### src/rtl/flag_check_seq.sv
// flag_check_seq: valid/ready sequencer that streams a flag through the
// transform core and grades it against a ROM. Option: FLAG_CHECK_EARLY_ABORT_EN.
module flag_check_seq #(
    parameter int FLAG_LEN = 32,
    parameter int CORE_LAT = 2
) (
    input  logic       clk,
    input  logic       rst,
    input  logic       start,
    input  logic       abort,
    input  logic       in_valid,
    input  logic [7:0] in_data,
    output logic       in_ready,
    output logic       core_rst,
    output logic [7:0] core_inp,
    input  logic [7:0] core_res,
    output logic [7:0] exp_addr,
    input  logic [7:0] exp_data,
    output logic       busy,
    output logic       done,
    output logic       pass,
    output logic [7:0] mismatch_cnt
);

    localparam int CW = (CORE_LAT > 1) ? $clog2(CORE_LAT) : 1;
    localparam logic [7:0] LAST = 8'(FLAG_LEN - 1);
    localparam logic [CW-1:0] WLOAD = CW'(CORE_LAT - 1);

    typedef enum logic [2:0] {
        S_IDLE,
        S_LOAD,
        S_WAIT,
        S_CMP,
        S_DONE
    } state_t;

    state_t        state;
    state_t        state_nx;
    logic [7:0]    idx;
    logic [7:0]    idx_nx;
    logic [CW-1:0] wcnt;
    logic [CW-1:0] wcnt_nx;
    logic          core_rst_nx;
    logic [7:0]    core_inp_nx;
    logic          busy_nx;
    logic          done_nx;
    logic          pass_nx;
    logic [7:0]    mcnt_nx;

    logic          miss;
    logic          last;
    logic [7:0]    mcnt_inc;

    assign in_ready = (state == S_LOAD);
    // idx is stable from LOAD through CMP, so the ROM has settled by CMP
    assign exp_addr = idx;

    assign miss     = (core_res != exp_data);
    assign last     = (idx == LAST);
    assign mcnt_inc = (mismatch_cnt == 8'hFF) ? mismatch_cnt
                                              : mismatch_cnt + 8'd1;

    always_comb begin
        state_nx    = state;
        idx_nx      = idx;
        wcnt_nx     = wcnt;
        core_rst_nx = core_rst;
        core_inp_nx = core_inp;
        busy_nx     = busy;
        done_nx     = 1'b0;
        pass_nx     = pass;
        mcnt_nx     = mismatch_cnt;
        if (abort && state != S_IDLE) begin
            // cancel takes priority over any handshake this cycle
            state_nx    = S_IDLE;
            busy_nx     = 1'b0;
            core_rst_nx = 1'b1;
            pass_nx     = 1'b0;
        end else begin
            unique case (state)
                S_IDLE: begin
                    if (start) begin
                        state_nx = S_LOAD;
                        busy_nx  = 1'b1;
                        idx_nx   = 8'd0;
                        mcnt_nx  = 8'd0;
                        pass_nx  = 1'b0;
                    end
                end
                S_LOAD: begin
                    if (in_valid) begin
                        core_inp_nx = in_data;
                        core_rst_nx = 1'b0;
                        wcnt_nx     = WLOAD;
                        state_nx    = S_WAIT;
                    end
                end
                S_WAIT: begin
                    if (wcnt == '0) begin
                        state_nx = S_CMP;
                    end else begin
                        wcnt_nx = wcnt - CW'(1);
                    end
                end
                S_CMP: begin
`ifdef FLAG_CHECK_EARLY_ABORT_EN
                    if (miss) begin
                        mcnt_nx  = 8'd1;
                        state_nx = S_DONE;
                    end else if (last) begin
                        state_nx = S_DONE;
                    end else begin
                        idx_nx   = idx + 8'd1;
                        state_nx = S_LOAD;
                    end
`else
                    if (miss) begin
                        mcnt_nx = mcnt_inc;
                    end
                    if (last) begin
                        state_nx = S_DONE;
                    end else begin
                        idx_nx   = idx + 8'd1;
                        state_nx = S_LOAD;
                    end
`endif
                end
                S_DONE: begin
                    done_nx     = 1'b1;
                    pass_nx     = (mismatch_cnt == 8'd0);
                    core_rst_nx = 1'b1;
                    busy_nx     = 1'b0;
                    state_nx    = S_IDLE;
                end
                default: begin
                    state_nx = S_IDLE;
                end
            endcase
        end
    end

    always_ff @(posedge clk) begin
        if (rst) begin
            state        <= S_IDLE;
            idx          <= 8'd0;
            wcnt         <= '0;
            core_rst     <= 1'b1;
            core_inp     <= 8'd0;
            busy         <= 1'b0;
            done         <= 1'b0;
            pass         <= 1'b0;
            mismatch_cnt <= 8'd0;
        end else begin
            state        <= state_nx;
            idx          <= idx_nx;
            wcnt         <= wcnt_nx;
            core_rst     <= core_rst_nx;
            core_inp     <= core_inp_nx;
            busy         <= busy_nx;
            done         <= done_nx;
            pass         <= pass_nx;
            mismatch_cnt <= mcnt_nx;
        end
    end

endmodule

### config.mk
export PLATFORM = sky130hd
export DESIGN_NAME = flag_check_seq
export DESIGN_NICKNAME = d
export VERILOG_FILES = /design/src/rtl/flag_check_seq.sv
export SDC_FILE = /design/constraint.sdc
export NUM_CORES = 1
export LEC_CHECK = 0
export ABC_AREA = 1
export CORE_MARGIN = 2
export CORE_UTILIZATION = 35
export CTS_CLUSTER_DIAMETER = 50
export DETAILED_ROUTE_END_ITERATION = 10
export DONT_BUFFER_PORTS = 1
export GPL_ROUTABILITY_DRIVEN = 1
export PLACE_DENSITY_LB_ADDON = 0.05
export SLEW_MARGIN = 20
export SYNTH_ARGS = -nofsm -noshare
export SYNTH_HDL_FRONTEND = slang
export SYNTH_SLANG_ARGS = --single-unit
### constraint.sdc
create_clock -name clk -period 2.4 [get_ports clk]
set_clock_uncertainty 0.1 [all_clocks]
set_input_delay 0.36 -clock clk [delete_from_list [all_inputs] [get_ports clk]]
set_output_delay 0.36 -clock clk [all_outputs]
set_load 0.01 [all_outputs]
; Word-level counts from Yosys, hierarchy flattened
; Index checks and enable logic that the tools add are counted.
[totals]
ram_bits = 0
out_inout_bits = 29
mem_count = 0
elab_cells = 63
ff_bits = 32
in_bits = 29
rom_bits = 0
latch_bits = 0
[op_classes]
shift = 0
eq_ne = 13
multipliers = 0
div_mod_pow = 0
n_reduce_logical = 16
n_lt_le_gt_ge = 0
addsub = 3
n_mux = 21
bitwise_logic = 1
[ops]
columns = cell, count
row1 = 8-bit 2-to-1 mux, 4
row2 = 8-bit case mux with 2 select lines, 2
row3 = "8-bit by 1-bit adder with 8-bit output, second input constant", 2
row4 = 3-bit 2-to-1 mux, 4
row5 = "2-bit inequality test, second input constant", 6
row6 = 3-bit case mux with 4 select lines, 1
row7 = 3-bit AND reduction, 3
row8 = "8-bit by 5-bit == test with 1-bit output, second input constant", 1
row9 = "8-bit == test, second input constant", 1
row10 = 8-bit logical NOT, 1
row11 = 8-bit inequality test, 1
row12 = 1-bit case mux with 2 select lines, 4
row13 = 2-bit nonzero test, 4
row14 = "3-bit by 2-bit == test with 1-bit output, second input constant", 2
row15 = 1-bit 2-to-1 mux, 6
row16 = 5-bit AND reduction, 1
row17 = 2-bit AND reduction, 2
row18 = 4-bit AND reduction, 1
row19 = "3-bit by 1-bit == test with 1-bit output, second input constant", 1
row20 = "3-bit == test, second input constant", 1
row21 = 3-bit logical NOT, 1
row22 = 3-bit nonzero test, 1
row23 = 2-bit OR reduction, 1
row24 = 1-bit logical AND, 1
row25 = other kinds (2), 2

; Longest topological paths before layout
; Gate-level depths: netlist of run 1.
[depth]
word_depth = 4
depth_mapped = 11
depth_no_buf = 11

; Worst setup path before layout of run 1
; No wires, ideal clock.
[synth_path]
path_kind = flip-flop to flip-flop
startpoint = register idx[0] (netlist: exp_addr[0])
endpoint = register idx[6] (netlist: exp_addr[6])
path_slack_ns = 0.846
arrival_ns = 1.318
required_ns = 2.165
setup_ns = 0.135
path_buffers = 0
stages_incl_launch_ff = 11
period_less_slack_ns = 1.554
path_cell_list = dfxtp_1 ha_1 nand2_1 nor2_1 nand2_1 nand2_1 nand2_2 nand2_4 inv_2 nand2_1 a21oi_1
[synth_via]
elab_chain_len = 3
elab_cells_between_ends = 6
cone_classes = add/sub: 1 / eq/ne: 2 / mux: 2 / reduce/logical: 1
[synth_rtl]
columns = element, line_no
row1 = start: declaration, 39  ; logic [7:0] idx;
row2 = start signal: assignment, 155  ; idx <= idx_nx;
row3 = 8-bit by 1-bit adder with 8-bit output or 8-bit by 5-bit == test with 1-bit output (tied branches), "123, 59"
row4 = 8-bit 2-to-1 mux or 2-bit inequality test (tied branches), -
row5 = 8-bit case mux with 2 select lines or 4-bit AND reduction (tied branches), -
; Several ways; a longest one is shown, not always the timed one. The select of a mux whose other input is x is not followed.
; A chain may end at the register's enable or synchronous reset.

; Worst setup path in the final report of run 1
[layout_path]
startpoint = register idx[0] (netlist: exp_addr[0])
endpoint = register idx[4] (netlist: exp_addr[4])
; Same word-level chain as after synthesis.

==> results.txt, run 1 <==
The run finished with clean final reports. The worst path arrival time is 1890 ps. The total power per unit cell area came out at 830 mW/mm². Setup repair after global routing left no endpoint under its margin. The global-route wire length before repair came out at 7160 µm.

The final number of hold-violating endpoints is 0. The path class of the tightest hold or removal check is input pin to flip-flop. The count of max-cap constraint violations came out at 0.

Summing every instance area after synthesis gives 0.00183 mm². The die height is 76.3 µm. The I/O pin total is 58. The number of library cell types mapped by synthesis is 30. The final routed wirelength across all metal layers came out at 4220 µm.

The highest cell delay on the worst timing path came out at 440 ps. The worst setup path is launched from a flip-flop. Final hold analysis gives a worst-case slack of 35.4 ps. The biggest area consumer among synthesized cells is dfxtp_1. For this run, the total global-route usage over all layers was measured as 0.152.

The total of endpoints with negative setup slack in the final report is 0. For this design, the slowest cell found on the critical path is dfxtp_1. The multi-input logic area came out at 0.00107 mm². The peak supply drop came out at 332 µV. The async set-reset flop share out of synthesis is 0. In the post-synthesis netlist, the biggest area contributors are dfxtp_1, nand2_1, nor2_1. The number of global-route vias before repair came to 1491. The post-synth net total came out at 295. The time the worst path needs with I/O delays and setup came out at 1760 ps. The number of buffers inserted to repair setup after CTS is 0.

The die covers 0.00583 mm². The critical path in this run is classified as flip-flop to flip-flop. The post-cts resize count came out at 0. The latest clock arrival within the worst-skew pair is 280 ps. The sink count of the clock tree came out at 32. Once detailed placement completed, the half-perimeter wirelength came to 3170 µm.

The worst-case headroom to the max-slew limit is 0.737. Using the TritonRoute via totals, the vias-per-cell ratio works out to 4.75. The number of routed nets with antenna violations is 0.

The routability congestion estimate came out at 0.769. Adding up every negative setup slack in the final design gives 0 ps. The critical path data required time is 2520 ps. The biggest fanout along the worst timing path came out at 9. The tree is rooted in a clkbuf_8. The static leakage power came out at 0.000790 µW. The DRC violation count after routing came out at 0.

The number of warnings reported in the yosys synthesis log came out at 0. The worst-case clock buffer depth is 2. In the final layout, the share of cells above drive strength 1 is 0.150. Dividing the detail-routed wire length by the instance count gives 12.5 µm. The fill cell instance count of the final layout is 574. The register bit count reported by yosys is 32. After technology mapping, the gate count stands at 263. The width of the chip came out at 76.3 µm. The initial core utilization is 0.361.

The number of DRC violations after detailed-routing iteration 0 came out at 80. The number of enable-type register cells in the synthesized netlist is 0. The total number of vias came out at 1600. The register area came out at 641 µm². The CTS tree is yes. Dividing the final minimum period by the clock period gives 0.735.

The final global-route overflow total is 0. The count of final max-slew check failures is 0. The sequential-to-total area share from yosys stat came out at 0.350. The total inserted antenna cells came out at 0. The slew at the pin with the worst max-slew slack came out at 394 ps.

The mean instance size in the synthesized netlist is 6.96 µm². The post-layout utilization of the core is 0.391. The CTS H-tree depth came out at 2. The library cell with the highest instance count after synthesis is nand2_1.

The most used flip-flop cell after synthesis is dfxtp_1. The number of hold buffers added after cts is 0. The maximum number of pins on one net before global-route repair is 15. The port buffer count is 0. The first TritonRoute pass finished after 4 iterations. The area of the core is 0.00507 mm². The share of synthesized area in the top cell type comes to 0.350.

Walking the worst path, the cells encountered are ha_1, nand2_1, nor2_1, nand2_1, nand2_1, nand2_2, nand2_4, inv_2, nand2_1, nand2_1, nor2_1. The cell that appears most often on the critical path is nand2_1. The count of standard-cell rows is 26. In the synthesized netlist, the cells that appear most often are nand2_1, nor2_1, dfxtp_1. Timing would allow up to 567 MHz. The number of antenna violations at the first check in global routing was 0. The clock transition time at the flip-flop clock pins of the worst setup and hold paths is 70 ps.

The critical path endpoint category is a flip-flop. The net count of the finished layout is 299. The TritonCTS buffer count came out at 5. The area added between synthesis and finish came out at 8.33%.
[metrics by stage]
stage / total power [µW] / instances / setup WS [ps] / cell area [µm²]
CTS: 1680 / 337 / 618 / 1980
global route: 1790 / 337 / 406 / 1980
detailed placement: 1280 / 330 / 639 / 1910
floorplan: 1170 / 263 / 846 / 1830
global placement: 1280 / 330 / 629 / 1910
finish: 1650 / 337 / 636 / 1980
[power by group]
part           internal [µW]  switching, µW  leakage (µW)
registers                608            120      0.000260
logic                    185            343      0.000489
clock network            197            195     0.0000410
[critical path: cells and delay by family, from the launching register on]
kind	cells	cell delay, ps
adder cells (fa/ha/maj)	1	260
flip-flops	1	440
buffers and inverters	1	90
AND/OR/NAND/NOR	9	820
[state kept, by name (all words and copies together) (netlist names)]
name / flops
wcnt: 1
busy: 1
exp_addr: 8
done: 1
pass: 1
state: 3
core_rst: 1
core_inp: 8
mismatch_cnt: 8
[layout by cell type, fill, tap and decap left out, types with 2 or more instances in the layout]
cell      synthesis  layout
o21ai_0          10      10
nor2_1           36      36
nand2_4           6       6
nor2_2            8       8
inv_1            23      23
nand2_1          64      64
inv_2             5       5
o21bai_1          5       5
nand3_1          21      21
dfxtp_1          32      32
nand4_1           5       5
nor3_1            2       2
clkbuf_8          0       5
a21oi_1          13      13
nor4_1            2       2
nor2_4            2       2
nand2_2           4       4
ha_1              3       3
xor2_1            4       4
xnor2_1           5       5
a21oi_2           2       2
[area by class of cell]
cell class | count | share of cell area
Clock buffer | 6 | 0.0366
Clock inverter | 1 | 0.00252
Tap cell | 70 | 0.0441
Sequential cell | 32 | 0.323
Inverter | 29 | 0.0561
Multi-Input combinational cell | 199 | 0.538
[routing by layer]
metal,global-route usage,share of wire,vias up
met5,0,0,-
met4,0.0600,0.023,0
met3,0.0427,0.051,9
met2,0.253,0.48,37
met1,0.186,0.45,708
li1,-,-,846
[final timing paths]
path	cells after the start	from	end	slack, ps
worst max-delay path	11	exp_addr[0]$_SDFFE_PP0P_	exp_addr[4]$_SDFFE_PP0P_	640
worst min-delay path	1	rst	mismatch_cnt[6]$_SDFFE_PP0P_	40
worst max register to register	11	exp_addr[0]$_SDFFE_PP0P_	exp_addr[4]$_SDFFE_PP0P_	640
worst min register to register	2	wcnt$_SDFFE_PP0P_	wcnt$_SDFFE_PP0P_	360
[cells by family after synthesis]
logic type               Yosys count  synth area share
AND/OR/NAND/NOR                  156             0.417
AO/OA/AOI/OAI                     31             0.102
XOR/XNOR                           9            0.0430
buffers and inverters             32            0.0676
flip-flops                        32             0.350
adder cells (fa/ha/maj)            3            0.0205
Power figures use the tool's default switching activity.
==> inputs of run 2 (changes only) <==
Clock period 2.4 ns to 1.6 ns, I/O delays scaled along.
==> run 2 against run 1 <==
Effect of this change:
- count of clock-buffer cells in the layout is the same
- critical path depth down 2
- via count grew 10%
- cell area up 17%
- worst setup slack got worse by 550 ps
- first-iteration DRC count is 14% lower
- power increased by 70%
- sequential power increased by 46%
- maximum frequency grew 16%
- highest routed layer unchanged
==> results.txt, run 2 (synthesis gave the netlist of run 1 again) <==
The number of antenna violations at the first check in global routing came to 0 (unchanged). The per-cell via count in the routed design is 4.76 (was 4.75). The total power per unit cell area is 1210 mW/mm² (was 830 mW/mm²).

The sink count of the clock tree came to 32 (unchanged). The die height is 76.3 µm (unchanged). The CTS H-tree depth came out at 2 (unchanged). The final number of hold-violating endpoints is 0 (unchanged). The final routed wirelength across all metal layers came out at 4710 µm (was 4220 µm). The worst hold path depth is 2 (was 1). The share of post-route cells with drive strength above 1 came out at 0.296 (was 0.150). The biggest fanout along the worst timing path was 5 (was 9).

The number of global-route vias before repair came out at 1712 (was 1491). The critical path data required time came to 1640 ps (was 2520 ps). The first element of the critical path is mismatch_cnt[1]$_SDFFE_PP0P_ (was exp_addr[0]$_SDFFE_PP0P_). The post-layout utilization of the core is 0.456 (was 0.391). The worst path arrival time is 1560 ps (was 1890 ps). The HPWL after detailed placement came out at 3460 µm (was 3170 µm). The maximum number of pins on one net before global-route repair came out at 13 (was 15). The peak supply drop is 603 µV (was 332 µV). The net total in the final layout is 332 (was 299). The classification of the worst-slack hold path was input pin to flip-flop (unchanged). The area of the core is 0.00507 mm² (unchanged). The count of final max-slew check failures came out at 0 (unchanged). The setup slack of the critical path after layout is 85.5 ps (was 636 ps). The port buffer count came out at 0 (unchanged). The most common cell after layout, fill and taps aside is nand2_1 (unchanged). The iteration count of the initial detailed-routing pass is 4 (unchanged).

The static leakage power is 0.000982 µW (was 0.000790 µW). The slew at the pin with the worst max-slew slack came out at 489 ps (was 394 ps). The total global routing track utilization was 0.169 (was 0.152).

The global-route wire length before repair was 7990 µm (was 7160 µm). The clock transition time at the flip-flop clock pins of the worst setup and hold paths came out at 70 ps (about the same). The depth of the most critical reg-to-reg path came to 9 (was 11). The total number of vias was 1765 (was 1600). The worst flop-to-flop path startpoint is mismatch_cnt[1]$_SDFFE_PP0P_ (was exp_addr[0]$_SDFFE_PP0P_). Outcome: finished, final reports clean (unchanged). The initial core utilization came out at 0.361 (unchanged).

The area added between synthesis and finish came to 26.4% (was 8.33%). The hold path startpoint is in_data[7] (was rst). The worst hold-check slack came to 27.0 ps (was 35.4 ps). The sum of internal, switching and leakage power came out at 2800 µW (was 1650 µW). The final cycle utilization of the critical path is 0.947 (was 0.735).

The width of the chip was 76.3 µm (unchanged). The I/O pin total came out at 58 (unchanged). The register-to-register setup slack came out at 90 ps (was 640 ps).

The CTS tree is yes (unchanged). The final sum of negative setup slack is 0 ps (unchanged). The number of routed nets with antenna violations came out at 0 (unchanged). The DRC violation count after routing is 0 (unchanged). The type of the setup path with the least slack is flip-flop to flip-flop (unchanged). The number of DRC violations after detailed-routing iteration 0 came out at 69 (was 80). The setup slack after placement is 11.0 ps (was 639 ps).

The final global-route overflow total came to 0 (unchanged). Setup repair after global routing missed its margin: true (was false). The root cell of the clock tree is clkbuf_8 (unchanged). Commonest cells after routing, fill and taps aside: nand2_1, nor2_1, buf_4 (was nand2_1, nor2_1, dfxtp_1). The worst-case clock buffer depth is 2 (unchanged). The time the worst path needs with I/O delays and setup is 1510 ps (was 1760 ps). The critical path endpoint category was a flip-flop (unchanged).

The routability congestion estimate came out at 0.799 (was 0.769). The worst-case headroom to the max-slew limit is 0.673 (was 0.737). The count of max-cap constraint violations was 0 (unchanged). The TritonCTS buffer count is 5 (unchanged). The latest clock arrival within the worst-skew pair came out at 280 ps (about the same).

The total of endpoints with negative setup slack in the final report came to 0 (unchanged). The total inserted antenna cells came out at 0 (unchanged). The type of origin of the critical path is a flip-flop (unchanged). The count of standard-cell rows came to 26 (unchanged). The peak clock frequency supported by timing is 660 MHz (was 567 MHz). The die footprint is 0.00583 mm² (unchanged). The detailed-route wire length per cell came to 12.7 µm (was 12.5 µm).
run 2: changes by cell type in the layout (fill, tap and decap cells not counted), sizes merged:
cell / before / now
clkinv: 1 / 2
nand2: 74 / 76
buf: 0 / 29
a21oi: 16 / 17
dlygate4sd3: 0 / 1
run 2: worst paths after layout:
path | end
worst min-delay path | core_inp[7]$_SDFFE_PP0P_
worst max register to register | mismatch_cnt[5]$_SDFFE_PP0P_
worst max-delay path | mismatch_cnt[5]$_SDFFE_PP0P_
worst min register to register | wcnt$_SDFFE_PP0P_
run 2: through the flow:
step                instances  area (µm²)
CTS                       365        2210
finish                    371        2320
global placement          355        2090
detailed placement        355        2090
global route              371        2320
floorplan                 263        1830
run 2: layer usage:
layer	vias to the layer above	global-route usage	share of wire
li1	915	-	-
met1	804	0.214	0.47
met2	36	0.265	0.47
met3	10	0.0450	0.040
met4	0	0.0818	0.025
met5	-	0	0
run 2: critical path, stage by stage, from the launching register on:
cell	delay, ps
dfxtp_1	340
ha_4	170
nand2_4	80
nor2_1	40
nand2_1	100
nand2_4	70
a21oi_4	230
nand2_4	120
nand2_1	70
a21oi_1	60
run 2: cell type report:
cell class | count | area [µm²]
clock inverter | 2 | 10.0
inverter | 29 | 116
sequential | 32 | 653
tap | 70 | 87.6
timing repair buffer | 30 | 228
fill | 569 | 2760
clock buffer | 6 | 82.6
multi-input combinational | 202 | 1140
run 2: repair_timing:
action                                  4_1_cts  5_1_grt
gates cloned                                  1        2
gates resized for setup                       0       24
pin swaps                                     1        6
endpoints found under the setup margin        2       25
buffers inserted                              0        4
hold buffers                                  1        0
hold endpoints to repair                      9        0
run 2: power by group:
group	total [µW]	internal (µW)	switching, µW
registers	1060	924	134
clock network	648	343	305
logic	1090	424	670
==> inputs of run 3 (changes only) <==
Settings changed: ABC_AREA 1 to not set.
==> run 3 against run 2 <==
Effect of this change:
- the run now ends with setup timing left
- worst hold slack lost 14 ps
- via count decreased by 12%
- clock power up 19%
- maximum frequency shrank 12%
- final cell count fell by 23%
- utilization up 6.9 points
- worst setup slack worse by 200 ps
- sequential cell count is the same
- critical path type unchanged
- largest power group is now sequential cells
==> results.txt, run 3 <==
Setup repair after global routing missed its margin: true (unchanged). The register-to-register setup slack is -120 ps (was 90 ps). The root cell of the clock tree is clkbuf_8 (unchanged). The worst flop-to-flop path startpoint is exp_addr[1]$_SDFFE_PP0P_ (was mismatch_cnt[1]$_SDFFE_PP0P_).

The share of post-route cells with drive strength above 1 is 0.435 (was 0.296). The iteration count of the initial detailed-routing pass is 4 (unchanged). The total global routing track utilization came out at 0.174 (was 0.169).

List of most frequent post-synthesis cells: dfxtp_1, nor2_1, nand2_1 (was nand2_1, nor2_1, dfxtp_1). The final reports fail on setup timing. The post-synth net total is 216 (was 295). The cell-internal power came out at 1460 µW (was 1690 µW). The switching share of total power came out at 0.267 (was 0.396).

The total of endpoints with negative setup slack in the final report was 17 (was 0). The number of library cell types mapped by synthesis is 47 (was 30). The proportion of power drawn by flip-flops and latches was 0.432 (was 0.378). The CTS H-tree depth came out at 2 (unchanged). The slew at the pin with the worst max-slew slack came out at 510 ps (was 489 ps). The static leakage power came out at 0.000914 µW (was 0.000982 µW). The number of warnings reported in the yosys synthesis log was 0 (unchanged). The routability congestion estimate is 0.753 (was 0.799). The final number of hold-violating endpoints is 0 (unchanged). The setup slack of the critical path after layout came out at -116 ps (was 85.5 ps).

The number of routed nets with antenna violations came to 0 (unchanged). The post-synthesis instance total came out at 184 (was 263). The sequential-to-total area share from yosys stat came to 0.380 (was 0.350).

The worst-case clock buffer depth is 2 (unchanged). The latest clock arrival within the worst-skew pair is 280 ps (about the same). The register bit count reported by yosys is 32 (unchanged).

Outcome: complete, but fails checks (was finished, final reports clean). The maximum number of pins on one net before global-route repair came out at 16 (was 13). The number of global-route vias before repair came to 1519 (was 1712). The TritonCTS buffer count is 5 (unchanged). The depth of the most critical reg-to-reg path is 7 (was 9). The initial core utilization is 0.359 (was 0.361).

The total inserted antenna cells is 0 (unchanged). The detailed-route wire length per cell is 15.6 µm (was 12.7 µm). The worst-case headroom to the max-slew limit is 0.658 (was 0.673). The type of the setup path with the least slack is flip-flop to flip-flop (unchanged).

The area added between synthesis and finish came to 46.3% (was 26.4%). The net total in the final layout is 263 (was 332). The peak clock frequency supported by timing was 583 MHz (was 660 MHz). The fraction of power consumed by the clock network is 0.387 (was 0.231).

The final global-route overflow total is 0 (unchanged). The per-cell via count in the routed design came out at 5.43 (was 4.76). Dominant cells by area after synthesis: dfxtp_1, xnor2_1, nor2_1 (was dfxtp_1, nand2_1, nor2_1). The global-route wire length before repair is 7190 µm (was 7990 µm). The total instance count after detailed placement came out at 266 (was 355).

The number of DRC violations after detailed-routing iteration 0 is 57 (was 69). The final routed wirelength across all metal layers is 4460 µm (was 4710 µm). The critical path endpoint category is a flip-flop (unchanged). The most common cell after layout, fill and taps aside is buf_4 (was nand2_1). The worst path arrival time is 1780 ps (was 1560 ps). The portion of synthesized cell area occupied by the leading cell type is 0.380 (was 0.350).

The port buffer count was 0 (unchanged). The die footprint is 0.00538 mm² (was 0.00583 mm²). The setup slack after placement came out at -200 ps (was 11.0 ps). The type of origin of the critical path is a flip-flop (unchanged).

The first element of the critical path is exp_addr[1]$_SDFFE_PP0P_ (was mismatch_cnt[1]$_SDFFE_PP0P_). The clock transition time at the flip-flop clock pins of the worst setup and hold paths is 70 ps (about the same). The DRC violation count after routing is 0 (unchanged). The number of enable-type register cells in the synthesized netlist is 0 (unchanged). Commonest cells after routing, fill and taps aside: buf_4, dfxtp_1, nor2_1 (was nand2_1, nor2_1, buf_4). The total number of vias came out at 1553 (was 1765). The critical path data required time came to 1660 ps (was 1640 ps). The time the worst path needs with I/O delays and setup is 1720 ps (was 1510 ps). The final non-filler cell total is 286 (was 371). The async set-reset flop share out of synthesis is 0 (unchanged). The endpoint of the lowest-slack register-to-register path is exp_addr[5]$_SDFFE_PP0P_ (was mismatch_cnt[5]$_SDFFE_PP0P_). The area of the core is 0.00469 mm² (was 0.00507 mm²).

The mean instance size in the synthesized netlist was 9.15 µm² (was 6.96 µm²). The classification of the worst-slack hold path was input pin to flip-flop (unchanged). The final cycle utilization of the critical path is 1.07 (was 0.947).

The number of antenna violations at the first check in global routing is 0 (unchanged). The count of standard-cell rows was 25 (was 26). The most common flop cell mapped by yosys is dfxtp_1 (unchanged). The width of the chip is 73.4 µm (was 76.3 µm). The biggest fanout along the worst timing path is 7 (was 5). The I/O pin total is 58 (unchanged). The biggest area consumer among synthesized cells was dfxtp_1 (unchanged). The net switching power figure is 532 µW (was 1110 µW). The end point of the critical path is exp_addr[5]$_SDFFE_PP0P_ (was mismatch_cnt[5]$_SDFFE_PP0P_). The netlist area before placement came out at 0.00168 mm² (was 0.00183 mm²). The CTS tree is yes (unchanged).

The count of max-cap constraint violations is 0 (unchanged). The total power per unit cell area is 809 mW/mm² (was 1210 mW/mm²). The die height is 73.4 µm (was 76.3 µm). The library cell with the highest instance count after synthesis is dfxtp_1 (was nand2_1). The peak supply drop came to 372 µV (was 603 µV). The HPWL after detailed placement came out at 3120 µm (was 3460 µm).

The count of final max-slew check failures was 0 (unchanged). The relative contribution of combinational cells to total power was 0.181 (was 0.391). The sink count of the clock tree came out at 32 (unchanged).
[run 3: cell families (layout without fill, tap and decap cells)]
kind of cell,count (synthesis),in the layout,synth area share
AO/OA/AOI/OAI,38,38,0.173
XOR/XNOR,15,15,0.0780
adder cells (fa/ha/maj),3,3,0.0223
buffers and inverters,14,62,0.0357
flip-flops,32,32,0.380
multiplexers,10,10,0.0609
AND/OR/NAND/NOR,72,72,0.250
[run 3: metrics by stage]
stage	total power (µW)	instance area, µm²	setup TNS (ps)	util	hold WS (ps)
detailed placement	1140	2050	-2540	0.438	217
CTS	2010	2410	-1150	0.513	5.37
floorplan	1080	1750	-1800	-	241
global route	2100	2460	-3070	0.525	6.38
finish	1990	2460	-966	0.525	13.1
global placement	1140	2050	-1840	0.438	214
[run 3: worst min path at each step]
stage,slack (ps),cells after the start,start,endpoint
final,10,2,in_data[6],core_inp[6]$_SDFFE_PP0P_
after detailed placement,220,1,rst,wcnt$_SDFFE_PP0P_
after CTS,5,2,in_data[6],core_inp[6]$_SDFFE_PP0P_
after global placement,210,1,rst,wcnt$_SDFFE_PP0P_
after global routing,6,2,in_data[6],core_inp[6]$_SDFFE_PP0P_
after floorplan,240,1,rst,mismatch_cnt[3]$_SDFFE_PP0P_
[run 3: layout make-up]
class                   instances  area [µm²]
clock buffers                   5        68.8
clock inverters                 3        41.3
fillers                       444        2230
inverters                       7        26.3
multi-input cells             138        1190
flip-flops and latches         32         664
well taps                      54        67.6
repair buffers                 47         402
[run 3: power by group through the flow]
stage	Sequential, µW	Clock, µW	Combinational (µW)
6_report	862	771	360
5_1_grt	868	830	398
4_1_cts	863	797	347
3_5_place_dp	880	0	264
3_3_place_gp	878	0	259
2_1_floorplan	872	0	209
[run 3: timing repair]
item,in CTS,in global routing
endpoints found under the hold margin,11,0
resized for setup,47,8
gates cloned,0,0
buffers inserted,7,5
endpoints found under the setup margin,18,27
pin swaps,22,14
hold buffers,1,0
[run 3: worst max-delay path, cell delays in order (launching register included)]
cell	delay (ps)
dfxtp_4	360
ha_4	120
nand3b_1	150
o41ai_4	380
buf_6	200
a211oi_2	80
xnor2_1	160
nor2_1	50
[run 3: metal layers]
layer  wire, µm  track usage  share of wire
met5          0            0              0
met4         78       0.0687          0.018
met3        213       0.0466          0.048
met2       2230        0.290           0.50
met1       1930        0.214           0.43
